`config.mk`:
```
export PLATFORM = sky130hd
export DESIGN_NAME = cpumc_arb
export DESIGN_NICKNAME = d
export VERILOG_FILES = /design/src/rtl/nes_pkg.sv /design/src/rtl/cpumc_arb_stall_ctr.sv /design/src/rtl/cpumc_arb.sv
export SDC_FILE = /design/constraint.sdc
export NUM_CORES = 1
export LEC_CHECK = 0
export CORE_ASPECT_RATIO = 0.6
export CORE_MARGIN = 2
export CORE_UTILIZATION = 35
export CTS_CLUSTER_SIZE = 10
export DETAILED_ROUTE_END_ITERATION = 6
export GPL_TIMING_DRIVEN = 0
export PLACE_DENSITY = 0.81
export SETUP_SLACK_MARGIN = 0.3
export SYNTH_ARGS = -nofsm -noshare
export SYNTH_HDL_FRONTEND = slang
export SYNTH_SLANG_ARGS = --single-unit
export TNS_END_PERCENT = 1
```
`constraint.sdc`:
```
create_clock -name clk_in -period 2 [get_ports clk_in]
set_input_delay 0.4 -clock clk_in [delete_from_list [all_inputs] [get_ports clk_in]]
set_output_delay 0.4 -clock clk_in [all_outputs]
set_load 0.05 [all_outputs]
```
`src/rtl/nes_pkg.sv`:
```
// Shared definitions for the cpumc bus arbiter: state encoding,
// requester IDs, idle-bus address and stall counter width.
package nes_pkg;

    typedef enum logic [1:0] {
        S_CPU  = 2'd0,
        S_HAND = 2'd1,
        S_DMA  = 2'd2,
        S_DBG  = 2'd3
    } state_t;

    typedef enum logic [1:0] {
        REQ_CPU = 2'd0,
        REQ_DMA = 2'd1,
        REQ_DBG = 2'd2
    } req_id_t;

    // Turnaround address: a WRAM read with no side effects.
    localparam logic [15:0] IDLE_A_DEF  = 16'h0000;
    localparam int          STALL_W_DEF = 16;

    // Fixed priority: debugger over DMA over CPU.
    function automatic req_id_t pick_owner(input logic dbg_req, input logic dma_req);
        if (dbg_req)
            return REQ_DBG;
        else if (dma_req)
            return REQ_DMA;
        else
            return REQ_CPU;
    endfunction

endpackage

```
`src/rtl/cpumc_arb_stall_ctr.sv`:
```
// Saturating up-counter with synchronous clear; clear beats increment.
module stall_ctr #(
    parameter int W = 16
) (
    input  logic         clk_in,
    input  logic         nrst_in,
    input  logic         clr_in,
    input  logic         en_in,
    output logic [W-1:0] cnt_out
);

    logic [W-1:0] cnt_reg;

    // Count enabled cycles, hold at all-ones, clear has priority.
    always_ff @(posedge clk_in) begin
        if (!nrst_in)
            cnt_reg <= '0;
        else if (clr_in)
            cnt_reg <= '0;
        else if (en_in && (cnt_reg != '1))
            cnt_reg <= cnt_reg + 1'b1;
    end

    assign cnt_out = cnt_reg;

endmodule

```
`src/rtl/cpumc_arb.sv`:
```
// CPU memory bus arbiter: CPU is the default owner, sprite DMA and the
// serial debugger request the bus. Every owner change passes through one
// idle turnaround cycle; CPU write cycles are never interrupted.
module cpumc_arb
    import nes_pkg::*;
#(
    parameter logic [15:0] IDLE_A  = IDLE_A_DEF,
    parameter int          STALL_W = STALL_W_DEF
) (
    input  logic               clk_in,
    input  logic               nrst_in,
    input  logic [15:0]        cpu_a_in,
    input  logic               cpu_r_nw_in,
    input  logic [7:0]         cpu_d_in,
    input  logic               dma_req_in,
    input  logic [15:0]        dma_a_in,
    input  logic               dma_r_nw_in,
    input  logic [7:0]         dma_d_in,
    input  logic               dbg_req_in,
    input  logic [15:0]        dbg_a_in,
    input  logic               dbg_r_nw_in,
    input  logic [7:0]         dbg_d_in,
    input  logic               stall_clr_in,
    output logic               dma_gnt_out,
    output logic               dbg_gnt_out,
    output logic               cpu_ready_out,
    output logic [15:0]        cpumc_a_out,
    output logic               cpumc_r_nw_out,
    output logic [7:0]         cpumc_d_out,
    output logic [STALL_W-1:0] stall_cnt_out
);

    state_t  state_reg;
    req_id_t tgt_reg;
    req_id_t next_owner;
    logic    cpu_ready_reg;
    logic    dma_gnt_reg;
    logic    dbg_gnt_reg;

    assign next_owner = pick_owner(dbg_req_in, dma_req_in);

    // Ownership FSM; the handshake outputs are registered alongside the state.
    always_ff @(posedge clk_in) begin
        if (!nrst_in) begin
            state_reg     <= S_CPU;
            tgt_reg       <= REQ_CPU;
            cpu_ready_reg <= 1'b1;
            dma_gnt_reg   <= 1'b0;
            dbg_gnt_reg   <= 1'b0;
        end else begin
            case (state_reg)
                S_CPU: begin
                    // Only leave on a read cycle so a write sequence completes.
                    if ((dbg_req_in || dma_req_in) && cpu_r_nw_in) begin
                        state_reg     <= S_HAND;
                        cpu_ready_reg <= 1'b0;
                    end
                end
                S_DMA: begin
                    // DMA yields on release or when the debugger asks.
                    if (!dma_req_in || dbg_req_in) begin
                        state_reg   <= S_HAND;
                        dma_gnt_reg <= 1'b0;
                    end
                end
                S_DBG: begin
                    if (!dbg_req_in) begin
                        state_reg   <= S_HAND;
                        dbg_gnt_reg <= 1'b0;
                    end
                end
                S_HAND: begin
                    // Priority is re-evaluated from the live requests.
                    tgt_reg <= next_owner;
                    case (next_owner)
                        REQ_DBG: begin
                            state_reg   <= S_DBG;
                            dbg_gnt_reg <= 1'b1;
                        end
                        REQ_DMA: begin
                            state_reg   <= S_DMA;
                            dma_gnt_reg <= 1'b1;
                        end
                        default: begin
                            state_reg     <= S_CPU;
                            cpu_ready_reg <= 1'b1;
                        end
                    endcase
                end
                default: begin
                    state_reg     <= S_CPU;
                    tgt_reg       <= REQ_CPU;
                    cpu_ready_reg <= 1'b1;
                    dma_gnt_reg   <= 1'b0;
                    dbg_gnt_reg   <= 1'b0;
                end
            endcase
        end
    end

    assign cpu_ready_out = cpu_ready_reg;
    assign dma_gnt_out   = dma_gnt_reg;
    assign dbg_gnt_out   = dbg_gnt_reg;

    // Bus mux: owner passthrough, or a harmless read during turnaround.
    always_comb begin
        cpumc_a_out    = cpu_a_in;
        cpumc_r_nw_out = cpu_r_nw_in;
        cpumc_d_out    = cpu_d_in;
        if (state_reg == S_HAND) begin
            cpumc_a_out    = IDLE_A;
            cpumc_r_nw_out = 1'b1;
            cpumc_d_out    = 8'h00;
        end else begin
            case (tgt_reg)
                REQ_DMA: begin
                    cpumc_a_out    = dma_a_in;
                    cpumc_r_nw_out = dma_r_nw_in;
                    cpumc_d_out    = dma_d_in;
                end
                REQ_DBG: begin
                    cpumc_a_out    = dbg_a_in;
                    cpumc_r_nw_out = dbg_r_nw_in;
                    cpumc_d_out    = dbg_d_in;
                end
                default: ;
            endcase
        end
    end

    stall_ctr #(
        .W(STALL_W)
    ) u_stall_ctr (
        .clk_in  (clk_in),
        .nrst_in (nrst_in),
        .clr_in  (stall_clr_in),
        .en_in   (!cpu_ready_reg),
        .cnt_out (stall_cnt_out)
    );

endmodule
```
==> results.toml <==
[synthesis]
synth_cell_type_count = 40
yosysWarnings = 0
avgSynthCellArea_sq_um = 6.88
synth.area.mux_share_pct = 0.582
netlist.top_cell.by_area = "dfxtp_1"
async_reset_ff_share_pct = 0
ys_seq_area_share_pct = 26.8
synth_nets = 333
synthCells = 250
synth_xor_xnor_area_share_pct = 0.509
synth_top_family_by_area = "compound AO/OA/AOI/OAI gates"
synth_compound_area_share_pct = 33.7
synthTopCellsByArea = "dfxtp_1, nor2_1, a22oi_1, a21oi_1, clkbuf_1"
syn_area_sq_um = 1720
yosys.area_share.simple_pct = 30.8
synth-seq-cells = 23
synth_edf_count = 0
synth-main-ff-cell = "dfxtp_1"
yosysTopAreaCellShare_pct = 26.8
synthAdderAreaFrac_pct = 2.18

[clock_tree]
path_clk_slew_ps = 80
htree_levels = 1
root_buffer = "clkbuf_8"
cts_buffers = 3
cts_hold_buf = 0
clkLatencyLatePin_ps = 270
clockBufferDepth = 2
cts_sinks = 23
cts_tree = "built"

[critical_path]
cp-start-kind = "register"
cp_slowest_stage_delay_ps = 350
slowest_stage = "dfxtp_2"
cp.buffers_inverters = 4
rr_worst_depth = 5
rr_endpoint = "u_stall_ctr.cnt_out[6]"
worstReg2RegStart = "u_stall_ctr.cnt_out[0]"
crit_path_cell_trace = "inv_2 -> ha_2 -> clkbuf_16 -> clkbuf_16 -> nor2_1 -> a211o_4 -> buf_8"
cp.required_ps = 1600
crit_fanout = 7
critical_path_depth = 7
cp_top_family = "buffers and inverters"
crit_path_frequent_cell = "clkbuf_16"
critical_path_class = "reg2out"
cp-end-kind = "primary output"
rrSetupSlack_ps = 80
arrival_ps = 1770

[route]
dr.pass1.iters = 7
dr_total_vias = 2523
wl_per_cell_um = 18.2
drc = 0
routed_wl_mm = 8.13
via_per_inst = 5.66
antenna_left = 0
drt_iter0_drc = 152

[timing]
rsz0062_at_grt = "yes"
max_freq_mhz = 462
hold-worst-slack_ps = 471
timing.final.crit_share_pct = 108
setup_slack_ps = -165
slew_headroom_pct = 66.2
setup_viol = 25
finalCriticalPeriod_ps = 2170
finalMaxSlewViolations = 0
fin_skew_ps = 3.51
tightest_slew_ps = 509
hold_violations = 0
setup_tns_ps = -2820

[placement]
portBuffers = 123
hpwl_mm = 5.56
gp_congestion = 0.857

[status]
violations = "setup timing"
status = "finished, violations left"

[run]
cap_violations = 0

[cells_and_area]
drive_gt1_share_pct = 45.2
areaGrowthSynthToFinish_pct = 132
largest_register_ffs = 16
nNetsFinal = 467
antennaDiodeCount = 0
nFillCells = 271

[floorplan]
coreArea_sq_um = 4660
num_rows = 19
die_h_um = 58.3
die_area_sq_um = 5510
io_pins = 124
initial_core_util_pct = 36.9
die_w_um = 94.5

[power]
p_per_area_nw_per_um2 = 464
cellLeakagePower_nw = 1.47
peakVddDrop_mv = 0.364

[min_path]
min-delay-start = "u_stall_ctr.cnt_out[7]"
hold_end = "u_stall_ctr.cnt_out[7]"
min_path_type = "reg2reg"
hold_depth = 1

[global_route]
antenna_found_initial = 0
grt_max_degree = 13
grt_usage_pct = 28.5
grt_pass1_vias = 2440
grt_pass1_wl_mm = 12.2
grt_overflow = 0
==> cells in the final DEF, fill, tap and decap left out, types with 3 or more instances in the layout <==
cell type	n
a21boi_0	3
a21oi_1	8
a21oi_2	27
a22oi_1	8
a22oi_2	17
a31oi_1	3
buf_6	21
buf_8	11
clkbuf_16	7
clkbuf_8	10
clkdlybuf4s50_1	79
dfxtp_1	6
dfxtp_2	15
dlygate4sd2_1	19
inv_1	3
nand2_1	12
nand3_1	5
nand4_1	4
nor2_1	24
nor2_2	10
nor2_4	29
nor2b_1	5
nor4_4	3
o21ai_0	7
o31ai_1	3
==> cell usage after synthesis (3+ instances only) <==
cell and count:
a21oi_1 36, clkbuf_1 14, a31oi_1 3, nor2b_1 7, inv_1 5, ha_1 3
nand2_1 12, o31ai_1 3, a211oi_1 3, o21ai_0 9, dfxtp_1 23, a22oi_1 25
nand3_1 5, a21boi_0 3, nor2_1 63, nand4_1 4
==> worst max-delay path by stage <==
stage / startpoint / end / slack [ps]
3_5_place_dp: state_reg[0] / cpumc_d_out[4] / -550
4_1_cts: tgt_reg[0] / cpumc_r_nw_out / -140
3_3_place_gp: tgt_reg[0] / cpumc_a_out[13] / -530
6_report: tgt_reg[0] / cpumc_r_nw_out / -170
5_1_grt: tgt_reg[0] / cpumc_a_out[2] / -220
2_1_floorplan: tgt_reg[0] / cpumc_a_out[5] / 230
==> per-layer routing <==
metal / up-vias / GRT usage, % / part of all wire (%)
met5: - / 0 / 0
met3: 14 / 6.66 / 7.1
met2: 108 / 50.0 / 50
met1: 1213 / 36.5 / 41
met4: 0 / 5.59 / 1.8
li1: 1188 / - / -
==> what timing repair did <==
action                                  4_1_cts  5_1_grt
pin swaps                                    27       32
endpoints found under the hold margin         0        0
cloned                                        4        1
setup buffers                                 1        0
gates resized for setup                     248       36
endpoints found under the setup margin       56       41
==> stage by stage <==
stage	total power [mW]	util, %	cells	setup slack [ps]	area [sq um]
after floorplan	1.07	-	250	230	2170
after global placement	1.41	74.7	436	-526	3480
after detailed placement	1.42	74.7	436	-555	3480
after CTS	1.81	82.6	445	-139	3850
after global routing	1.92	85.7	446	-218	3990
final	1.85	85.7	446	-165	3990
==> kinds of logic after synthesis <==
logic type | after synthesis
AOI/OAI and AO/OA | 91
xor gates and xnor gates | 1
adders and majority gates | 3
buffers and inverters | 22
DFF | 23
muxes | 1
and+or+nand+nor | 109
==> report_power, final <==
group	total (mW)	internal (mW)	switching, mW
clock	0.294	0.142	0.152
sequential	0.485	0.468	0.0161
combinational	1.08	0.492	0.583
==> layout make-up <==
type	instances	area [sq um]	area share [%]
buffer	17	290	7.27
multi-input combinational	205	1720	43.1
clock buffer	4	45.0	1.13
timing repair buffer	129	1350	33.9
inverter	5	18.8	0.470
sequential	23	487	12.2
tap	63	78.8	1.97
Note: power is estimated with default switching activity, not from simulation.
